## src/rtl/mul_div_unit.sv

```systemverilog
// Iterative RV32M multiply/divide unit for the execute stage.
// A single bit-serial datapath performs radix-2 shift-add multiplication
// and restoring division on operand magnitudes; signs are applied in one
// fix-up step when the result is loaded. Divide-by-zero and signed overflow
// bypass the iteration and complete in one cycle.
module mul_div_unit #(
    parameter int DWIDTH = 32
) (
    input  logic              Clk,
    input  logic              Reset,
    input  logic              MD_Start,
    input  logic [2:0]        MD_Op,
    input  logic [DWIDTH-1:0] MD_In_A,
    input  logic [DWIDTH-1:0] MD_In_B,
    output logic              MD_Busy,
    output logic              MD_Done,
    output logic [DWIDTH-1:0] MD_Out
);

    localparam int CW = $clog2(DWIDTH);
    localparam int PW = 2 * DWIDTH;

    localparam logic [CW-1:0]     CNT_ONE  = {{(CW-1){1'b0}}, 1'b1};
    localparam logic [CW-1:0]     CNT_LAST = {CW{1'b1}};
    localparam logic [DWIDTH-1:0] ZERO_W   = {DWIDTH{1'b0}};
    localparam logic [DWIDTH-1:0] ONES_W   = {DWIDTH{1'b1}};
    localparam logic [DWIDTH-1:0] MIN_W    = {1'b1, {(DWIDTH-1){1'b0}}};
    localparam logic [DWIDTH-1:0] ONE_W    = {{(DWIDTH-1){1'b0}}, 1'b1};
    localparam logic [PW-1:0]     ONE_P    = {{(PW-1){1'b0}}, 1'b1};

    // funct3 encodings
    localparam logic [2:0] OP_MUL    = 3'b000;
    localparam logic [2:0] OP_MULH   = 3'b001;
    localparam logic [2:0] OP_MULHSU = 3'b010;
    localparam logic [2:0] OP_MULHU  = 3'b011;
    localparam logic [2:0] OP_DIV    = 3'b100;
    localparam logic [2:0] OP_DIVU   = 3'b101;
    localparam logic [2:0] OP_REM    = 3'b110;
    localparam logic [2:0] OP_REMU   = 3'b111;

    typedef enum logic [1:0] {
        ST_IDLE = 2'd0,
        ST_CALC = 2'd1,
        ST_DONE = 2'd2
    } state_t;

    // Two's complement negation at operand width.
    function automatic logic [DWIDTH-1:0] neg_w(input logic [DWIDTH-1:0] v);
        return (~v) + ONE_W;
    endfunction

    // Two's complement negation at product width.
    function automatic logic [PW-1:0] neg_p(input logic [PW-1:0] v);
        return (~v) + ONE_P;
    endfunction

    // Magnitude of an operand; unsigned operands pass through unchanged.
    function automatic logic [DWIDTH-1:0] mag_of(input logic [DWIDTH-1:0] v,
                                                 input logic is_neg);
        return is_neg ? neg_w(v) : v;
    endfunction

    state_t              state_r;
    state_t              state_next_s;
    logic [2:0]          op_r;
    logic                sign_a_r;
    logic                sign_b_r;
    logic [DWIDTH-1:0]   mag_a_r;
    logic [DWIDTH-1:0]   mag_b_r;
    logic [CW-1:0]       cnt_r;
    logic [PW-1:0]       acc_r;
    logic [DWIDTH-1:0]   quo_r;
    logic [DWIDTH-1:0]   rem_r;
    logic [DWIDTH-1:0]   out_r;
    logic                busy_r;
    logic                done_r;

    logic                launch_s;
    logic                a_signed_s;
    logic                b_signed_s;
    logic                sign_a_s;
    logic                sign_b_s;
    logic                div_zero_s;
    logic                div_ovf_s;
    logic                fast_s;
    logic [DWIDTH-1:0]   fast_result_s;

    logic [DWIDTH:0]     mul_sum_s;
    logic [PW-1:0]       acc_step_s;
    logic [DWIDTH:0]     rem_shift_s;
    logic                rem_ge_s;
    logic [DWIDTH-1:0]   rem_step_s;
    logic [DWIDTH-1:0]   quo_step_s;
    logic [PW-1:0]       prod_fix_s;
    logic [DWIDTH-1:0]   quo_fix_s;
    logic [DWIDTH-1:0]   rem_fix_s;
    logic [DWIDTH-1:0]   calc_result_s;

    // A launch is accepted whenever the unit is not iterating.
    assign launch_s = MD_Start && (state_r != ST_CALC);

    // Decode operand signedness, special cases and the fast-path result.
    always_comb begin
        a_signed_s    = 1'b0;
        b_signed_s    = 1'b0;
        fast_result_s = ZERO_W;
        if (MD_Op[2]) begin
            // DIV/REM signed, DIVU/REMU unsigned
            a_signed_s = ~MD_Op[0];
            b_signed_s = ~MD_Op[0];
        end else begin
            // MUL/MULH both signed, MULHSU only A signed, MULHU unsigned
            a_signed_s = (MD_Op != OP_MULHU);
            b_signed_s = ~MD_Op[1];
        end
        sign_a_s   = a_signed_s & MD_In_A[DWIDTH-1];
        sign_b_s   = b_signed_s & MD_In_B[DWIDTH-1];
        div_zero_s = MD_Op[2] && (MD_In_B == ZERO_W);
        div_ovf_s  = MD_Op[2] && !MD_Op[0] && (MD_In_A == MIN_W) && (MD_In_B == ONES_W);
        fast_s     = div_zero_s || div_ovf_s;
        // MD_Op[1] distinguishes remainder from quotient among divide ops
        if (div_zero_s) begin
            fast_result_s = MD_Op[1] ? MD_In_A : ONES_W;
        end else if (div_ovf_s) begin
            fast_result_s = MD_Op[1] ? ZERO_W : MD_In_A;
        end else begin
            fast_result_s = ZERO_W;
        end
    end

    // One bit step of shift-add multiply and restoring divide.
    always_comb begin
        // Multiply: add |A| into the upper half when the multiplier LSB is set,
        // then shift the whole accumulator right; the lower half starts as |B|.
        if (acc_r[0]) begin
            mul_sum_s = {1'b0, acc_r[PW-1:DWIDTH]} + {1'b0, mag_a_r};
        end else begin
            mul_sum_s = {1'b0, acc_r[PW-1:DWIDTH]};
        end
        acc_step_s = {mul_sum_s, acc_r[DWIDTH-1:1]};

        // Divide: quotient register starts as |A| and shifts dividend bits
        // into the partial remainder while quotient bits shift in from the right.
        rem_shift_s = {rem_r, quo_r[DWIDTH-1]};
        rem_ge_s    = (rem_shift_s >= {1'b0, mag_b_r});
        if (rem_ge_s) begin
            rem_step_s = rem_shift_s[DWIDTH-1:0] - mag_b_r;
        end else begin
            rem_step_s = rem_shift_s[DWIDTH-1:0];
        end
        quo_step_s = {quo_r[DWIDTH-2:0], rem_ge_s};
    end

    // Sign fix-up and result selection for the final iteration.
    always_comb begin
        prod_fix_s = (sign_a_r ^ sign_b_r) ? neg_p(acc_step_s) : acc_step_s;
        quo_fix_s  = (sign_a_r ^ sign_b_r) ? neg_w(quo_step_s) : quo_step_s;
        rem_fix_s  = sign_a_r ? neg_w(rem_step_s) : rem_step_s;
        case (op_r)
            OP_MUL:    calc_result_s = prod_fix_s[DWIDTH-1:0];
            OP_MULH:   calc_result_s = prod_fix_s[PW-1:DWIDTH];
            OP_MULHSU: calc_result_s = prod_fix_s[PW-1:DWIDTH];
            OP_MULHU:  calc_result_s = prod_fix_s[PW-1:DWIDTH];
            OP_DIV:    calc_result_s = quo_fix_s;
            OP_DIVU:   calc_result_s = quo_fix_s;
            OP_REM:    calc_result_s = rem_fix_s;
            OP_REMU:   calc_result_s = rem_fix_s;
            default:   calc_result_s = ZERO_W;
        endcase
    end

    // FSM state register.
    always_ff @(posedge Clk or posedge Reset) begin
        if (Reset) begin
            state_r <= ST_IDLE;
        end else begin
            state_r <= state_next_s;
        end
    end

    // FSM next-state logic.
    always_comb begin
        state_next_s = state_r;
        case (state_r)
            ST_IDLE, ST_DONE: begin
                if (launch_s) begin
                    state_next_s = fast_s ? ST_DONE : ST_CALC;
                end else begin
                    state_next_s = ST_IDLE;
                end
            end
            ST_CALC: begin
                if (cnt_r == CNT_LAST) begin
                    state_next_s = ST_DONE;
                end else begin
                    state_next_s = ST_CALC;
                end
            end
            default: state_next_s = ST_IDLE;
        endcase
    end

    // Operand capture, iteration registers and result register.
    always_ff @(posedge Clk or posedge Reset) begin
        if (Reset) begin
            op_r     <= 3'b000;
            sign_a_r <= 1'b0;
            sign_b_r <= 1'b0;
            mag_a_r  <= ZERO_W;
            mag_b_r  <= ZERO_W;
            cnt_r    <= {CW{1'b0}};
            acc_r    <= {PW{1'b0}};
            quo_r    <= ZERO_W;
            rem_r    <= ZERO_W;
            out_r    <= ZERO_W;
        end else begin
            case (state_r)
                ST_IDLE, ST_DONE: begin
                    if (launch_s) begin
                        op_r     <= MD_Op;
                        sign_a_r <= sign_a_s;
                        sign_b_r <= sign_b_s;
                        mag_a_r  <= mag_of(MD_In_A, sign_a_s);
                        mag_b_r  <= mag_of(MD_In_B, sign_b_s);
                        cnt_r    <= {CW{1'b0}};
                        acc_r    <= {ZERO_W, mag_of(MD_In_B, sign_b_s)};
                        quo_r    <= mag_of(MD_In_A, sign_a_s);
                        rem_r    <= ZERO_W;
                        if (fast_s) begin
                            out_r <= fast_result_s;
                        end
                    end
                end
                ST_CALC: begin
                    cnt_r <= cnt_r + CNT_ONE;
                    acc_r <= acc_step_s;
                    quo_r <= quo_step_s;
                    rem_r <= rem_step_s;
                    if (cnt_r == CNT_LAST) begin
                        out_r <= calc_result_s;
                    end
                end
                default: begin
                    cnt_r <= {CW{1'b0}};
                end
            endcase
        end
    end

    // Registered handshake flags derived from the upcoming state.
    always_ff @(posedge Clk or posedge Reset) begin
        if (Reset) begin
            busy_r <= 1'b0;
            done_r <= 1'b0;
        end else begin
            busy_r <= (state_next_s == ST_CALC);
            done_r <= (state_next_s == ST_DONE);
        end
    end

    assign MD_Busy = busy_r;
    assign MD_Done = done_r;
    assign MD_Out  = out_r;

endmodule

```

## config.mk

```make
export PLATFORM = sky130hd
export DESIGN_NAME = mul_div_unit
export DESIGN_NICKNAME = d
export VERILOG_FILES = /design/src/rtl/mul_div_unit.sv
export SDC_FILE = /design/constraint.sdc
export NUM_CORES = 1
export LEC_CHECK = 0
export CAP_MARGIN = 40
export CORE_ASPECT_RATIO = 1.5
export CORE_UTILIZATION = 56
export CTS_CLUSTER_SIZE = 14
export DETAILED_ROUTE_END_ITERATION = 10
export HOLD_SLACK_MARGIN = 0.08
export PLACE_DENSITY = 0.78
export SYNTH_ARGS = -nofsm -noshare
export SYNTH_HDL_FRONTEND = slang
export SYNTH_SLANG_ARGS = --single-unit
```

## constraint.sdc

```tcl
create_clock -name Clk -period 9.5 [get_ports Clk]
set_input_delay 2.85 -clock Clk [delete_from_list [all_inputs] [get_ports Clk]]
set_output_delay 2.85 -clock Clk [all_outputs]
set_load 0.05 [all_outputs]
```

==> impl_summary.txt, run 1 <==
----------------------------------------------------
[Layout]
  Nets ... 2502
  Layout cell share with drive strength beyond 1 ... roughly 5.6%
  Fill cell count ... around 2900
  Layout area overhead ... 11.7%
  Ant. Diodes ... 0

[Clock network]
  Clk_lat worst skew ... 540 ps
  Post-CTS setup repair buffer count ... 0
  Largest buffer count on any clock path ... 3
  Total number of clock tree sinks ... between 200 and 250
  Total clock buffers created by CTS ... 24
  Hold buffer count at CTS ... 0
  Depth of the CTS H-tree ... 1
  Clock root buffer master ... sky130_fd_sc_hd__clkbuf_16
  TritonCTS clock tree ... done
  Clock transition at the registers of the reported paths ... 70 ps
  Number of resized instances in the post-cts repair step ... 0

[STA]
  Clock Skew ... roughly 12 ps
  Setup violation total in the final timing report ... 0
  Slew at the pin closest to its max-slew limit ... just under 1000 ps
  Min cycle time layout ... 6860 ps
  Worst-case headroom to the max-slew limit ... about a third
  Setup Total Neg Slack ... 0 ps
  Share of the clock period used by the worst path after layout ... 72.2%
  Pins Over Slew Limit ... 0
  Final Hold Fails ... 0
  Unrepaired setup endpoints after global routing ... false
  Achievable frequency ... between 100 and 150 MHz

[GRT]
  Initial antenna violation count ... 1
  Via count of the first global-routing pass ... roughly 19000
  First-pass GRT wire length ... between 100000 and 150000 um
  Largest net degree at the start of global routing ... 165
  Overall routing resource usage ... around two fifths
  Grt ovf ... 0

[Critical path]
  Kind of capture point of the worst setup path ... flip-flop
  Most Frequent Cell on Critical Path ... sky130_fd_sc_hd__nand2_1
  Critical path, cell by cell ... clkdlybuf4s50_1 -> inv_1 -> ha_1 -> or3b_1 -> or3_1 -> nand2b_1 -> nor2_1 -> nand2_1 -> nor4_1 -> or2_2 -> a21oi_1 -> buf_4 -> inv_2 -> buf_16 -> nand2_1 -> a221oi_1 -> a31oi_1
  Longest individual stage delay on the worst path ... ~580 ps
  Critical Path Slowest Stage Cell ... sky130_fd_sc_hd__nor4_1
  Critical path type ... in -> reg
  Crit Path Max Fanout ... 31
  WP data required ... 9920 ps
  Data arrival time of the critical path ... ~7300 ps
  Worst setup SP type ... input port

[Drt]
  Vias post-DR ... approximately 19000
  First-pass iteration count of the detailed router ... 9
  Final antenna-violating net count ... 0
  Final routed wire length divided by cell count ... between 20 and 25 um
  DRC violations left ... 4
  Number of violations reported at the end of detailed-routing iteration 0 ... ~2000
  Final wirelength ... slightly below 70000 um
  Vias per Instance ... a little under 7

[Logic synthesis]
  Mean area per synthesized cell ... a little over 8 sq um
  Portion of the post-synthesis area used by sequential elements ... around 31%
  Number of flops mapped to enable cells by yosys ... 0
  Yosys warns ... 0
  Async set or reset register ratio after synthesis ... 100%
  Post-Syn Instances ... approximately 2300
  Portion of synthesized cell area occupied by the leading cell type ... 31.2%
  Number of synthesized register bits ... approximately 240
  Mapped Nets ... roughly 2500
  Most area-hungry cell type in the Yosys netlist ... sky130_fd_sc_hd__dfrtp_1
  Number of library cell types mapped by synthesis ... 98
  Top cells by area, synth ... sky130_fd_sc_hd__dfrtp_1 (31%), sky130_fd_sc_hd__o21ai_0 (5.6%), sky130_fd_sc_hd__xor2_1 (5.4%), sky130_fd_sc_hd__nand2_1 (4.7%), sky130_fd_sc_hd__ha_1 (4.7%)
  Primary FF master, synth ... sky130_fd_sc_hd__dfrtp_1
  Post-synthesis cell area ... 19100 sq um

[Worst hold path]
  Path type of the worst min-delay path ... reg -> reg

[Place]
  Final weighted congestion in routability-driven placement ... slightly below 1
  PortBufs ... 103
  DPL Wire Length ... 52200 um

[Floorplan]
  Die W ... approximately 150 um
  Row Count ... 82
  Core Region ... around 34000 sq um
  Area of the die ... ~35000 sq um
  Die span in y ... roughly 230 um
  Ports ... approximately 100
  Initial Utilization ... 56.9%

[Run]
  Max-cap violation count ... 0

[Status]
  Status ... finished with violations
  Violated checks ... DRC

----------------------------------------------------
## critical path: cells and delay by family
| family | cells | cell delay, ps |
|---|---|---|
| buffers and inverters | 5 | 1430 |
| and+or+nand+nor | 8 | 2420 |
| adders and majority gates | 1 | 190 |
| AOI/OAI and AO/OA | 3 | 390 |
## cell families after synthesis
kind of cell / count (synthesis) / share of synthesized area (%)
flops: 238 / 31.2
xor+xnor: 208 / 9.54
simple gates: 761 / 19.2
fa+ha+maj: 74 / 4.92
buf+inv: 212 / 4.32
compound gates: 809 / 28.8
mux: 38 / 2.04
## state kept, by name (all words and copies together), names as in the netlist
signal    count
acc_r        64
MD_Out       32
mag_a_r      32
mag_b_r      32
quo_r        32
rem_r        32
cnt_r         5
op_r          3
state_r       2
MD_Busy       1
MD_Done       1
sign_a_r      1
sign_b_r      1
## layer usage
metal | wire (um) | vias to the layer above | track usage, % | part of all wire, %
li1 | - | 8705 | - | -
met1 | 25600 | 9315 | 45.9 | 37
met2 | 34100 | 913 | 69.6 | 50
met3 | 4190 | 257 | 3.78 | 6.1
met4 | 4710 | 2 | 22.8 | 6.9
met5 | 10 | - | 0 | 0.015
## layout by cell type, fill, tap and decap left out, types with 8 or more instances in the layout
cell	count
sky130_fd_sc_hd__nor2b_1	13
sky130_fd_sc_hd__mux2i_1	31
sky130_fd_sc_hd__nand3_1	31
sky130_fd_sc_hd__a21o_1	77
sky130_fd_sc_hd__xor2_1	117
sky130_fd_sc_hd__inv_1	65
sky130_fd_sc_hd__a31oi_1	41
sky130_fd_sc_hd__o211ai_1	13
sky130_fd_sc_hd__a211oi_1	28
sky130_fd_sc_hd__or2_2	10
sky130_fd_sc_hd__or4_1	10
sky130_fd_sc_hd__o221ai_1	12
sky130_fd_sc_hd__a22oi_1	8
sky130_fd_sc_hd__a21oi_1	146
sky130_fd_sc_hd__nor3_1	59
sky130_fd_sc_hd__a221o_1	65
sky130_fd_sc_hd__nor2_1	209
sky130_fd_sc_hd__clkbuf_16	25
sky130_fd_sc_hd__xnor2_1	89
sky130_fd_sc_hd__buf_4	25
sky130_fd_sc_hd__and3_1	13
sky130_fd_sc_hd__nand2_1	241
sky130_fd_sc_hd__nand4_1	23
sky130_fd_sc_hd__o41ai_1	15
sky130_fd_sc_hd__clkdlybuf4s50_1	103
sky130_fd_sc_hd__o22ai_1	23
sky130_fd_sc_hd__a22o_1	15
sky130_fd_sc_hd__o21ai_0	215
sky130_fd_sc_hd__nor4_1	27
sky130_fd_sc_hd__a221oi_1	12
sky130_fd_sc_hd__nand2b_1	20
sky130_fd_sc_hd__ha_1	72
sky130_fd_sc_hd__o21a_1	14
sky130_fd_sc_hd__and2_1	12
sky130_fd_sc_hd__and4_1	10
sky130_fd_sc_hd__o31ai_1	41
sky130_fd_sc_hd__dfrtp_1	238
sky130_fd_sc_hd__or3_1	36
## metrics by stage
stage	setup WS [ps]	hold WS, ps	utilization (%)	instance area [sq um]	instances
2_1_floorplan	119	449	-	19100	2340
3_3_place_gp	1980	462	60.7	20400	2745
3_5_place_dp	2180	466	61.0	20500	2752
4_1_cts	2730	484	63.6	21300	2796
5_1_grt	2270	500	63.6	21300	2796
6_report	2640	482	63.6	21300	2796
## Yosys cell counts, types with 15 or more instances
cell,number
sky130_fd_sc_hd__o22ai_1,23
sky130_fd_sc_hd__nor4_1,28
sky130_fd_sc_hd__inv_1,66
sky130_fd_sc_hd__xnor2_1,90
sky130_fd_sc_hd__nor3_1,59
sky130_fd_sc_hd__a22o_1,15
sky130_fd_sc_hd__a31oi_1,41
sky130_fd_sc_hd__a221o_1,65
sky130_fd_sc_hd__or3_1,36
sky130_fd_sc_hd__mux2i_1,31
sky130_fd_sc_hd__a21oi_1,146
sky130_fd_sc_hd__a211oi_1,28
sky130_fd_sc_hd__nand4_1,23
sky130_fd_sc_hd__nor2_1,211
sky130_fd_sc_hd__o31ai_1,41
sky130_fd_sc_hd__o21ai_0,215
sky130_fd_sc_hd__a21o_1,77
sky130_fd_sc_hd__nand2_1,241
sky130_fd_sc_hd__dfrtp_1,238
sky130_fd_sc_hd__nand2b_1,22
sky130_fd_sc_hd__o41ai_1,15
sky130_fd_sc_hd__ha_1,72
sky130_fd_sc_hd__clkbuf_1,105
sky130_fd_sc_hd__buf_2,17
sky130_fd_sc_hd__nand3_1,31
sky130_fd_sc_hd__buf_1,20
sky130_fd_sc_hd__xor2_1,118
## final timing paths
kind	slack, ps	endpoint	cells after the start	startpoint
hold reg to reg	480	mag_b_r[9]	1	mag_b_r[9]
setup reg to reg	2790	MD_Out[30]	18	rem_r[5]
setup / recovery	2640	MD_Out[13]	17	MD_In_B[0]
min in group asynchronous	2760	mag_a_r[1]	2	Reset
hold / removal	480	mag_b_r[9]	1	mag_b_r[9]
max in group asynchronous	5390	cnt_r[4]	3	Reset
## layout make-up
cell class	instances	area [sq um]	share of cell area [%]
Tap cell	420	526	2.46
Inverter	68	263	1.23
Clock inverter	12	165	0.774
Multi-Input combinational cell	1890	12400	58.0
Clock buffer	32	702	3.29
Sequential cell	238	5960	27.9
Timing Repair Buffer	136	1350	6.32
Power of run 1 is not shown: default switching activity piles up to over one toggle a cycle in this logic, so the estimate is an artifact.
==> inputs of run 2 (changes only) <==
--- a/config.mk
+++ b/config.mk
@@ -7,11 +7,11 @@
 export LEC_CHECK = 0
 export CAP_MARGIN = 40
 export CORE_ASPECT_RATIO = 1.5
-export CORE_UTILIZATION = 56
+export CORE_UTILIZATION = 60
 export CTS_CLUSTER_SIZE = 14
 export DETAILED_ROUTE_END_ITERATION = 10
 export HOLD_SLACK_MARGIN = 0.08
-export PLACE_DENSITY = 0.78
+export PLACE_DENSITY = 0.8
 export SYNTH_ARGS = -nofsm -noshare
 export SYNTH_HDL_FRONTEND = slang
 export SYNTH_SLANG_ARGS = --single-unit
==> constraint.sdc (replaced) <==
create_clock -name Clk -period 6.95 [get_ports Clk]
set_input_delay 2.085 -clock Clk [delete_from_list [all_inputs] [get_ports Clk]]
set_output_delay 2.085 -clock Clk [all_outputs]
set_load 0.05 [all_outputs]
==> run 2 against run 1 <==
Against the previous run: the flow now finishes without violations; hold slack worse by 2.6 ps; sequential share of layout area about the same; flip-flop and latch count unchanged; critical endpoint is now MD_Out[30].
==> impl_summary.txt, run 2 (synthesis gave the netlist of run 1 again) <==
----------------------------------------------------
[Run]
  Max-cap violation count ... 0

[STA]
  Share of the clock period used by the worst path after layout ... 86.6%
  Min cycle time layout ... around 6000 ps
  Final Hold Fails ... 0
  Worst-case headroom to the max-slew limit ... a little under two fifths
  Fin worst setup slack ... approximately 930 ps
  Clock Skew ... between 15 and 20 ps
  Setup violation total in the final timing report ... 0
  Pins Over Slew Limit ... 0
  Achievable frequency ... approximately 170 MHz
  Worst Hold Slack ... ~480 ps
  Unrepaired setup endpoints after global routing ... false
  Setup Total Neg Slack ... 0 ps
  Slew at the pin closest to its max-slew limit ... roughly 950 ps

[GRT]
  Grt ovf ... 0
  Largest net degree at the start of global routing ... between 100 and 150
  Via count of the first global-routing pass ... 18838
  Initial antenna violation count ... 0
  Overall routing resource usage ... between 40% and 50%
  First-pass GRT wire length ... ~110000 um

[Layout]
  Max reg flops ... 64
  Utilization of the core after routing ... between 60% and 70%
  Fill cell count ... 2547
  Nets ... around 2500
  Commonest non-fill, non-tap cell in the layout ... sky130_fd_sc_hd__nand2_1
  Multi-input gate area in the final layout ... ~12000 sq um
  Biggest register ... acc_r
  Ant. Diodes ... 0
  Layout cell share with drive strength beyond 1 ... under 10%
  Layout area overhead ... 11.7%
  Area of all sequential standard cells ... just under 6000 sq um
  Most used cells in the layout excluding fill and tap cells ... sky130_fd_sc_hd__nand2_1 (241), sky130_fd_sc_hd__dfrtp_1 (238), sky130_fd_sc_hd__o21ai_0 (215)

[Worst hold path]
  Hold path startpoint ... mag_b_r[3]
  Path type of the worst min-delay path ... reg -> reg

[Critical path]
  Critical path, cell by cell ... ha_1 -> a21oi_1 -> o21ai_0 -> a22oi_1 -> a22o_1 -> nand2_2 -> o21ai_0 -> ha_1 -> nand2_1 -> or3_1 -> or2_2 -> nor2_1 -> o21bai_1 -> nor4_1 -> buf_4 -> or4b_2 -> a21o_1 -> nand3_1 -> a31oi_1
  Count of buffer and inverter cells on the critical path ... 1
  WP data required ... 7360 ps
  Longest individual stage delay on the worst path ... 650 ps
  Dominant delay contributor by cell family on the critical path ... compound AO/OA/AOI/OAI gates
  Reg-to-reg startpoint ... rem_r[19]
  Kind of capture point of the worst setup path ... flip-flop
  Critical Path Slowest Stage Cell ... sky130_fd_sc_hd__a22oi_1
  Worst setup SP type ... flip-flop
  Crit path from ... rem_r[19]
  Critical path type ... reg -> reg
  Crit Path Max Fanout ... 11
  Data arrival time of the critical path ... between 6000 and 7000 ps

[Drt]
  Final wirelength ... between 60000 and 70000 um
  DRC violations left ... 0
  Vias per Instance ... 6.94
  First-pass iteration count of the detailed router ... 8
  Final antenna-violating net count ... 0
  Number of violations reported at the end of detailed-routing iteration 0 ... 1904
  Final routed wire length divided by cell count ... 24.7 um
  Vias post-DR ... ~19000

[Clock network]
  Depth of the CTS H-tree ... 1
  Largest buffer count on any clock path ... 3
  Total clock buffers created by CTS ... 24
  TritonCTS clock tree ... done
  Number of resized instances in the post-cts repair step ... 0
  Clk_lat worst skew ... between 500 and 600 ps
  Hold buffer count at CTS ... 0
  Clock root buffer master ... sky130_fd_sc_hd__clkbuf_16
  Total number of clock tree sinks ... between 200 and 250
  Clock transition at the registers of the reported paths ... roughly 70 ps
  Post-CTS setup repair buffer count ... 0

[Floorplan]
  Die W ... 148 um
  Ports ... ~100
  Initial Utilization ... around three fifths
  Area of the die ... ~33000 sq um
  Core Region ... roughly 31000 sq um
  Die span in y ... between 200 and 250 um
  Row Count ... 79

[Place]
  PortBufs ... ~100
  Worst setup slack before clock tree synthesis ... 635 ps
  Final weighted congestion in routability-driven placement ... roughly 1
  DPL Wire Length ... 52000 um

[Status]
  Status ... finished clean

----------------------------------------------------
[run 2: cell count changes in the layout (fill, tap and decap cells not counted)]
cell	delta
sky130_fd_sc_hd__buf_4	+10
sky130_fd_sc_hd__nor4_1	+1
sky130_fd_sc_hd__buf_16	-1
sky130_fd_sc_hd__inv_8	-1
sky130_fd_sc_hd__clkinvlp_4	-1
sky130_fd_sc_hd__buf_8	-3
sky130_fd_sc_hd__inv_6	+1
sky130_fd_sc_hd__clkinv_2	-3
sky130_fd_sc_hd__buf_12	+1
sky130_fd_sc_hd__nor4_2	-1
sky130_fd_sc_hd__clkinv_8	+1
[run 2: cell type report]
| type | count | area share [%] |
|---|---|---|
| clock buffers | 32 | 3.29 |
| clock inverters | 9 | 0.751 |
| inverters | 68 | 1.21 |
| multi-input cells | 1890 | 58.0 |
| flip-flops and latches | 238 | 27.9 |
| well taps | 405 | 2.38 |
| repair buffers | 143 | 6.43 |
[run 2: final timing paths]
kind	to	slack (ps)	cells past startpoint
worst max register to register	MD_Out[30]	930	19
worst min register to register	mag_b_r[3]	480	1
worst min-delay path	mag_b_r[3]	480	1
max in group asynchronous	rem_r[9]	3660	3
worst max-delay path	MD_Out[30]	930	19
min in group asynchronous	acc_r[0]	2010	2
[run 2: per-layer routing]
layer	up-vias	wire length [um]	global-route usage [%]
li1	8724	-	-
met1	9273	24400	47.1
met2	1065	33800	74.7
met3	266	5250	6.29
met4	0	5150	28.1
met5	-	0	0
[run 2: through the flow]
stage | area (sq um) | instances
floorplan | 19100 | 2340
global placement | 20400 | 2739
detailed placement | 20500 | 2744
CTS | 21300 | 2785
global route | 21300 | 2785
finish | 21300 | 2785
Power of run 2 is left out for the same reason.
